==> src/rtl/fifo_pkg.sv <==
// Shared FIFO helpers: occupancy counter width and parameter legality checks.
package fifo_pkg;

  // Bits needed to hold an occupancy value from 0 to depth inclusive
  function automatic int cnt_width(input int depth);
    return $clog2(depth + 1);
  endfunction

  // True when the width, depth and threshold parameters describe a usable FIFO
  function automatic bit params_legal(input int width, input int depth,
                                      input int afull, input int aempty);
    return (width >= 1) && (depth >= 2) &&
           (afull >= 1) && (afull <= depth) &&
           (aempty >= 0) && (aempty <= depth - 1);
  endfunction

endpackage

==> src/rtl/fifo_stage_ff.sv <==
// One FIFO storage stage: WIDTH-bit register with async reset, sync clear and enable.
module fifo_stage_ff #(
  parameter int WIDTH = 8
) (
  input  logic             clk,
  input  logic             rst,
  input  logic             clr,
  input  logic             en,
  input  logic [WIDTH-1:0] d,
  output logic [WIDTH-1:0] q
);

  // Clear wins over a load so a flush always empties the stage
  always_ff @(posedge clk or posedge rst) begin
    if (rst) begin
      q <= '0;
    end else if (clr) begin
      q <= '0;
    end else if (en) begin
      q <= d;
    end
  end

endmodule

==> src/rtl/shift_register_fifo_guarded.sv <==
// Guarded shift-register FIFO: head lives in stage 0, writes land at the tail,
// with overflow/underflow protection, flush, thresholds and sticky error flags.
module shift_register_fifo_guarded
  import fifo_pkg::*;
#(
  parameter int WIDTH         = 8,
  parameter int DEPTH         = 8,
  parameter int AFULL_THRESH  = DEPTH - 1,
  parameter int AEMPTY_THRESH = 1,
  parameter int CNTWID        = cnt_width(DEPTH)
) (
  input  logic              clk,
  input  logic              rst,
  input  logic              flush,
  input  logic              push,
  input  logic [WIDTH-1:0]  data_in,
  input  logic              pop,
  output logic [WIDTH-1:0]  data_out,
  output logic              empty,
  output logic              full,
  output logic              almost_empty,
  output logic              almost_full,
  output logic [CNTWID-1:0] count,
  output logic              push_ok,
  output logic              pop_ok,
  output logic              overflow,
  output logic              underflow
);

  if (!params_legal(WIDTH, DEPTH, AFULL_THRESH, AEMPTY_THRESH)) begin : g_bad_params
    $error("shift_register_fifo_guarded: illegal WIDTH/DEPTH/threshold parameters");
  end

  logic [WIDTH-1:0]  stage_q [DEPTH];
  logic [WIDTH-1:0]  stage_d [DEPTH];
  logic              stage_en;
  logic [CNTWID-1:0] count_next;
  logic [CNTWID-1:0] wr_idx;

  // Flags are pure decodes of the registered count, so they never glitch
  assign empty        = (count == '0);
  assign full         = (count == CNTWID'(DEPTH));
  assign almost_empty = (count <= CNTWID'(AEMPTY_THRESH));
  assign almost_full  = (count >= CNTWID'(AFULL_THRESH));
  assign data_out     = stage_q[0];

  // Acceptance: a pop frees a slot, so a full FIFO may still take a push alongside it
  assign pop_ok     = pop & ~empty & ~flush;
  assign push_ok    = push & (~full | pop_ok) & ~flush;
  assign count_next = count + CNTWID'(push_ok) - CNTWID'(pop_ok);
  assign wr_idx     = count - CNTWID'(pop_ok);
  assign stage_en   = push_ok | pop_ok;

  // Next value per stage: shift on pop, write at the tail on push, zero beyond the new count
  always_comb begin
    for (int i = 0; i < DEPTH; i++) begin
      stage_d[i] = stage_q[i];
      if (pop_ok) begin
        stage_d[i] = (i == DEPTH - 1) ? '0 : stage_q[(i + 1) % DEPTH];
      end
      if (push_ok && (wr_idx == CNTWID'(i))) begin
        stage_d[i] = data_in;
      end
      if (CNTWID'(i) >= count_next) begin
        stage_d[i] = '0;
      end
    end
  end

  for (genvar gi = 0; gi < DEPTH; gi++) begin : g_stage
    fifo_stage_ff #(.WIDTH(WIDTH)) u_stage (
      .clk (clk),
      .rst (rst),
      .clr (flush),
      .en  (stage_en),
      .d   (stage_d[gi]),
      .q   (stage_q[gi])
    );
  end

  // Occupancy counter; guarding above keeps it inside 0..DEPTH
  always_ff @(posedge clk or posedge rst) begin
    if (rst) begin
      count <= '0;
    end else if (flush) begin
      count <= '0;
    end else begin
      count <= count_next;
    end
  end

  // Sticky error flags, cleared only by reset or flush
  always_ff @(posedge clk or posedge rst) begin
    if (rst) begin
      overflow  <= 1'b0;
      underflow <= 1'b0;
    end else if (flush) begin
      overflow  <= 1'b0;
      underflow <= 1'b0;
    end else begin
      if (push && full && !pop_ok) begin
        overflow <= 1'b1;
      end
      if (pop && empty) begin
        underflow <= 1'b1;
      end
    end
  end

endmodule

==> config.mk <==
export PLATFORM = sky130hd
export DESIGN_NAME = shift_register_fifo_guarded
export DESIGN_NICKNAME = d
export VERILOG_FILES = /design/src/rtl/fifo_pkg.sv /design/src/rtl/fifo_stage_ff.sv /design/src/rtl/shift_register_fifo_guarded.sv
export SDC_FILE = /design/constraint.sdc
export NUM_CORES = 1
export LEC_CHECK = 0
export BUFFER_PORTS_ARGS = -buffer_cell sky130_fd_sc_hd__buf_2
export CORE_ASPECT_RATIO = 1.5
export CORE_MARGIN = 8
export CORE_UTILIZATION = 35
export DETAILED_ROUTE_END_ITERATION = 6
export GPL_ROUTABILITY_DRIVEN = 0
export RECOVER_POWER = 25
export SKIP_CTS_REPAIR_TIMING = 1
export SYNTH_ARGS = -nofsm -noshare
export SYNTH_HDL_FRONTEND = slang
export SYNTH_SLANG_ARGS = --single-unit
==> constraint.sdc <==
create_clock -name clk -period 4.9 [get_ports clk]
set_input_delay 0.49 -clock clk [delete_from_list [all_inputs] [get_ports clk]]
set_output_delay 0.49 -clock clk [all_outputs]
set_load 0.03 [all_outputs]
== Yosys cells after proc, flatten, opt, wreduce, memory -nomap -nowiden ==
Cells that the tools add are included.
Storage, ports and cells
  input port bits: 13
  output and inout port bits: 20
  flip-flop bits (word level): 70
  logic and storage cells: 119
Operators by class
  $add $sub $neg: 3
  mux-type cells: 45
  equality and inequality tests: 8
  reductions and logical operators: 33
  bitwise operators: 9
  magnitude comparators: 10
Operator list (count)
  $mux W8: 40
  $reduce_bool A4 Y1: 8
  $eq A4 B3 Y1 const B: 4
  $ge A3 B4 Y1 const A: 4
  $reduce_and A2 Y1: 8
  $logic_and A1 B1 Y1: 11
  $eq A4 B2 Y1 const B: 2
  $ge A1 B4 Y1 const A: 2
  $ge A2 B4 Y1 const A: 2
  $logic_not A4 Y1: 2
  $sub A4 B1 Y4: 2
  $reduce_bool A2 Y1: 3
  $add A4 B1 Y4: 1
  $and A1 B1 Y1: 4
  $eq A4 B1 Y1 const B: 1
  $eq A4 B4 Y1 const B: 1
  $ge A4 B3 Y1 const B: 1
  $le A4 B1 Y1 const B: 1
  $mux W1: 4
  $mux W4: 1
  $not A1 Y1: 3
  $or A1 B1 Y1: 2
  $logic_not A1 Y1: 1

== Longest topological paths before layout ==
  word-level depth: 13
  mapped depth: 15
  depth with buffers taken out: 14

== By module ==
A second synthesis with hierarchy kept.
Unflattened totals
  cells, all modules: 568
  area total of the unflattened synthesis: 5221.3 um2
Modules (own cells, without submodules)
  fifo_stage_ff: sequential area each 200.2 um2, cells an instance 27, area each 329.1 um2, instances 8
  shift_register_fifo_guarded: sequential area each 150.1 um2, cells an instance 352, area each 2588.7 um2, instances 1

== Worst setup path before layout ==
No wires, ideal clock.
  path kind: register to register
  from: reg count[2]
  to: reg g_stage[0].u_stage.q[0]
  arrival: 3759 ps
  buffers on the path: 1
  cell stages (with the launch flop): 14
  setup time: 139 ps
  data required time: 4761 ps
  path slack: 1002 ps
  period minus slack after synthesis: 3898 ps
  cells stage by stage: dfrtp_1 inv_1 ha_1 or3b_2 o21ai_2 buf_4 ha_1 ha_1 fa_1 xnor2_1 a31o_2 nand2b_1 o31ai_2 o2bb2ai_1
Between the ends
  longest elaborated chain between the ends: 13
  elaborated cells on any way between the ends: 23
  classes of those cells: add/sub: 3; order compare: 1; eq/ne: 1; mux: 4; bitwise: 8; reduce/logical: 6
RTL lines
  start: declaration: line shift_register_fifo_guarded.sv:23  | output logic [CNTWID-1:0] count,
  start signal: assignment: line shift_register_fifo_guarded.sv:88  | count <= count_next;
  $logic_not A4 Y1: line shift_register_fifo_guarded.sv:41  | assign empty = (count == '0);
  $not A1 Y1: line shift_register_fifo_guarded.sv:48  | assign pop_ok = pop & ~empty & ~flush;
  $and A1 B1 Y1 (2 in series): line shift_register_fifo_guarded.sv:48
  $or A1 B1 Y1: line shift_register_fifo_guarded.sv:49  | assign push_ok = push & (~full | pop_ok) & ~flush;
  $and A1 B1 Y1 (2 in series): line shift_register_fifo_guarded.sv:49
  $add A4 B1 Y4: line shift_register_fifo_guarded.sv:50  | assign count_next = count + CNTWID'(push_ok) - CNTWID'(pop_ok);
  $sub A4 B1 Y4: line shift_register_fifo_guarded.sv:50
  $ge A1 B4 Y1: line shift_register_fifo_guarded.sv:64  | if (CNTWID'(i) >= count_next) begin
  $mux W8: line shift_register_fifo_guarded.sv:64
  $mux W8: line fifo_stage_ff.sv:19  | end else if (en) begin
  $mux W8: line fifo_stage_ff.sv:17  | end else if (clr) begin
  end signal: assignment: line fifo_stage_ff.sv:16  | q <= '0;
  end signal: assignment: line fifo_stage_ff.sv:18  | q <= '0;
  end signal: assignment: line fifo_stage_ff.sv:20  | q <= d;
  end: declaration: line fifo_stage_ff.sv:10  | output logic [WIDTH-1:0] q
Several ways; a longest one is shown, not always the timed one. The select of a mux whose other input is x is not followed.
A chain may end at the register's enable or synchronous reset.

== Worst setup path after layout ==
  from: reg count[2]
  to: reg g_stage[3].u_stage.q[3]
Between the ends
  longest elaborated chain between the ends: 13
  elaborated cells on any way between the ends: 23
  classes of those cells: add/sub: 3; order compare: 1; eq/ne: 2; mux: 4; bitwise: 8; reduce/logical: 5
RTL lines (line)
  $logic_not A4 Y1: shift_register_fifo_guarded.sv:41
  $not A1 Y1: shift_register_fifo_guarded.sv:48
  $and A1 B1 Y1 (2 in series): shift_register_fifo_guarded.sv:48
  $or A1 B1 Y1: shift_register_fifo_guarded.sv:49
  $and A1 B1 Y1 (2 in series): shift_register_fifo_guarded.sv:49
  $add A4 B1 Y4: shift_register_fifo_guarded.sv:50
  $sub A4 B1 Y4: shift_register_fifo_guarded.sv:50
  $ge A2 B4 Y1: shift_register_fifo_guarded.sv:64
  $mux W8: shift_register_fifo_guarded.sv:64
  $mux W8: fifo_stage_ff.sv:19
  $mux W8: fifo_stage_ff.sv:17
  end signal: assignment: fifo_stage_ff.sv:16
  end signal: assignment: fifo_stage_ff.sv:18
  end signal: assignment: fifo_stage_ff.sv:20
  end: declaration: fifo_stage_ff.sv:10
Several ways; a longest one is shown, not always the timed one. The select of a mux whose other input is x is not followed.

==> impl_metrics.csv <==
group,metric,value,unit
run_status,status,"finished with violations",
run_status,violations,"max-capacitance violations, max-slew violations",
clocking,h-tree-depth,3,
logic_synthesis,synth.area.mux_share,0.101,
sta,fin_skew,0.00693,ns
clocking,cts_tree,"done",
logic_synthesis,yosys.cell_count.top_type,"dfrtp_1",
pwr,p_leak,0.00205,µW
sta,fmax,0.233,GHz
floorplan,rows,47,
routing,wirelength,10.2,mm
logic_synthesis,synth.avg_cell_area,10.9,µm²
setup_path,crit_type,"reg -> reg",
logic_synthesis,yosysTopAreaCell,"dfrtp_1",
place,placedCellCount,527,
logic_synthesis,synth_common_cells,"dfrtp_1 (70), o2bb2ai_1 (55), mux2i_1 (32), inv_1 (20), nor3_1 (18)",
global_routing,first_global_vias,3248,
global_routing,overflow,0,
logic_synthesis,yosys.area.top_type_share,0.442,
floorplan,dieHeight,146,µm
place,postPlaceCellArea,0.00422,mm²
setup_path,cp-end-kind,"flip-flop",
final_layout,drive_above_1_share,0.187,
global_routing,grt_pass1_wl,16.9,mm
logic_synthesis,synth.distinct_cells,55,
min_path,holdPathStages,3,
sta,max_slew_margin,-1.51,
routing,drtIter0Drc,130,
setup_path,path_max_fanout,11,
setup_path,reg2reg_to,"g_stage[3].u_stage.q[3]",
setup_path,crit_end,"g_stage[3].u_stage.q[3]",
logic_synthesis,synth_adder_area_share,0.0429,
pwr,power_density,506,mW/mm²
final_layout,n_antenna_cell,0,
clocking,clockBufferDepth,2,
logic_synthesis,postSynthCellCount,365,
logic_synthesis,synth_compound_area_frac,0.245,
place,place_hpwl,7.73,mm
sta,hold_violations,0,
sta,setup_viol,0,
final_layout,multi_input_area,0.00204,mm²
final_layout,fillers,1102,
sta,period_share,0.875,
routing,ant_nets,0,
final_layout,nets,417,
logic_synthesis,synth-seq-cells,70,
logic_synthesis,synthFlopType,"dfrtp_1",
floorplan,fp.coreArea,0.0111,mm²
logic_synthesis,async_flop_share,1.00,
routing,vias,3032,
clocking,cts.sinks,70,
routing,first_pass_iters,4,
global_routing,grt_max_degree,71,
setup_path,r2r_cells,12,
logic_synthesis,syn_area,0.00396,mm²
setup_path,regToRegSetupSlack,0.61,ns
setup_path,start_kind,"flip-flop",
sta,fin_setup_tns,0,ns
min_path,hold_class,"in -> reg",
final_layout,final_design_area_no_fill,0.00448,mm²
setup_path,crit_arrival,4.54,ns
final_layout,regArea,0.00175,mm²
sta,worst_pin_slew,3.77,ns
logic_synthesis,synth_xor_area_frac,0.00884,
logic_synthesis,synth-simple-area-share,0.116,
global_routing,grt_usage,0.145,
final_layout,area_growth,13.1,%
clocking,clock_latency,0.33,ns
sta,rsz0062_at_grt,"no",
logic_synthesis,synth-seq-area-share,0.442,
clocking,cts_buffers,9,
clocking,ctsRootBufferMaster,"clkbuf_16",
final_layout,final_cells,543,
pwr,vdd_drop_max,0.000234,V
logic_synthesis,synth_enable_flop_cells,0,
run,max-cap-violations,1,
setup_path,cp-startpoint,"count[2]",
logic_synthesis,syn_nets,391,
setup_path,crit_required,5.15,ns
global_routing,antenna_found_initial,0,
routing,post_drt_wl_per_cell,18.8,µm
logic_synthesis,synth.area.top_cells,"dfrtp_1 (44%), o2bb2ai_1 (12%), mux2i_1 (8.1%), ha_1 (3.8%), nor3_1 (2.3%)",
sta,min_period,4.29,ns
sta,drv_slew,71,
floorplan,io-pin-count,33,
floorplan,die_x,103,µm
final_layout,fin_util,0.405,
logic_synthesis,synth_warnings,0,
logic_synthesis,synth_top_family_by_area,"compound AO/OA/AOI/OAI gates",
floorplan,die_area,0.0151,mm²
floorplan,start_util,0.359,
place,portBuffers,32,
routing,post-route-drc-count,0,
setup_path,worstReg2RegStart,"count[2]",
clocking,cts.reportedPaths.clkPinSlew,0.05,ns
routing,via_per_inst,5.58,
worst max-delay path, cell delays in order, from the launching register on:
cell	delay [ns]
dfrtp_1	0.44
inv_1	0.17
ha_1	0.29
or3b_2	0.53
nand2_1	0.09
or2_2	0.12
inv_1	0.08
ha_1	0.22
ha_1	0.36
nand4b_1	0.49
or3_1	0.70
a221o_1	0.51
o2bb2ai_1	0.20
per-layer routing:
metal	part of all wire	wire, µm	vias up	track usage
li1	-	-	1426	-
met1	0.40	4110	1532	0.159
met2	0.54	5480	52	0.256
met3	0.028	290	22	0.0228
met4	0.033	335	0	0.0785
met5	0	0	-	0
through the flow:
step	hold WS [ns]	setup WS, ns	power [µW]
finish	0.415	0.614	2270
global route	0.425	0.218	2410
CTS	0.415	0.629	2280
detailed placement	0.468	0.652	1690
global placement	0.465	0.739	1670
floorplan	0.448	1.00	1440
how the worst min path moves through the flow:
stage	end	start	slack (ns)
after floorplan	g_stage[2].u_stage.q[0]	g_stage[2].u_stage.q[0]	0.45
after global routing	overflow	push	0.43
final	overflow	push	0.41
after CTS	overflow	push	0.41
after detailed placement	g_stage[0].u_stage.q[6]	g_stage[0].u_stage.q[6]	0.47
after global placement	g_stage[0].u_stage.q[6]	g_stage[0].u_stage.q[6]	0.47
logic make-up (layout without fill, tap and decap cells):
kind of cell	count (synthesis)	in the layout
DFF	70	70
and+or+nand+nor	82	82
buffers and inverters	39	70
xor gates and xnor gates	4	4
AOI/OAI and AO/OA	118	118
muxes	39	39
adders and majority gates	13	13
sequential cells by signal, indices dropped and copies added (netlist names):
name / flops
g_stage.u_stage.q: 64
count: 4
overflow: 1
underflow: 1
power by group:
group	switching, µW	leakage [µW]	internal (µW)
Combinational	742	0.000948	313
Clock	227	0.000128	356
Sequential	27.0	0.000974	605
cells in the final DEF, fill, tap and decap left out, types with 3 or more instances in the layout:
cell type  Yosys  layout
o211ai_1       3       3
or2_2          4       4
a22oi_2        3       3
inv_1         20      20
ha_1          12      12
o21ai_0        4       4
nor3_1        18      18
clkbuf_1       8       6
nand2_1       14      14
clkbuf_16      0       9
buf_2          5      32
mux2i_1       32      32
mux2_2         7       7
nor2b_1        5       5
a22o_1         9       9
or3_1          3       3
o2bb2ai_1     55      55
a21oi_1       13      13
nand2b_1       3       3
nor2_1        11      11
a31oi_1        8       8
dfrtp_1       70      70
and2_1         9       9
final cells by class:
type	count	share of cell area
Multi-Input combinational cell	256	0.454
Clock inverter	1	0.00112
Tap cell	147	0.0410
Clock buffer	15	0.0575
Inverter	20	0.0168
Sequential cell	70	0.391
Timing Repair Buffer	34	0.0382
Note: power is estimated with default switching activity, not from simulation.
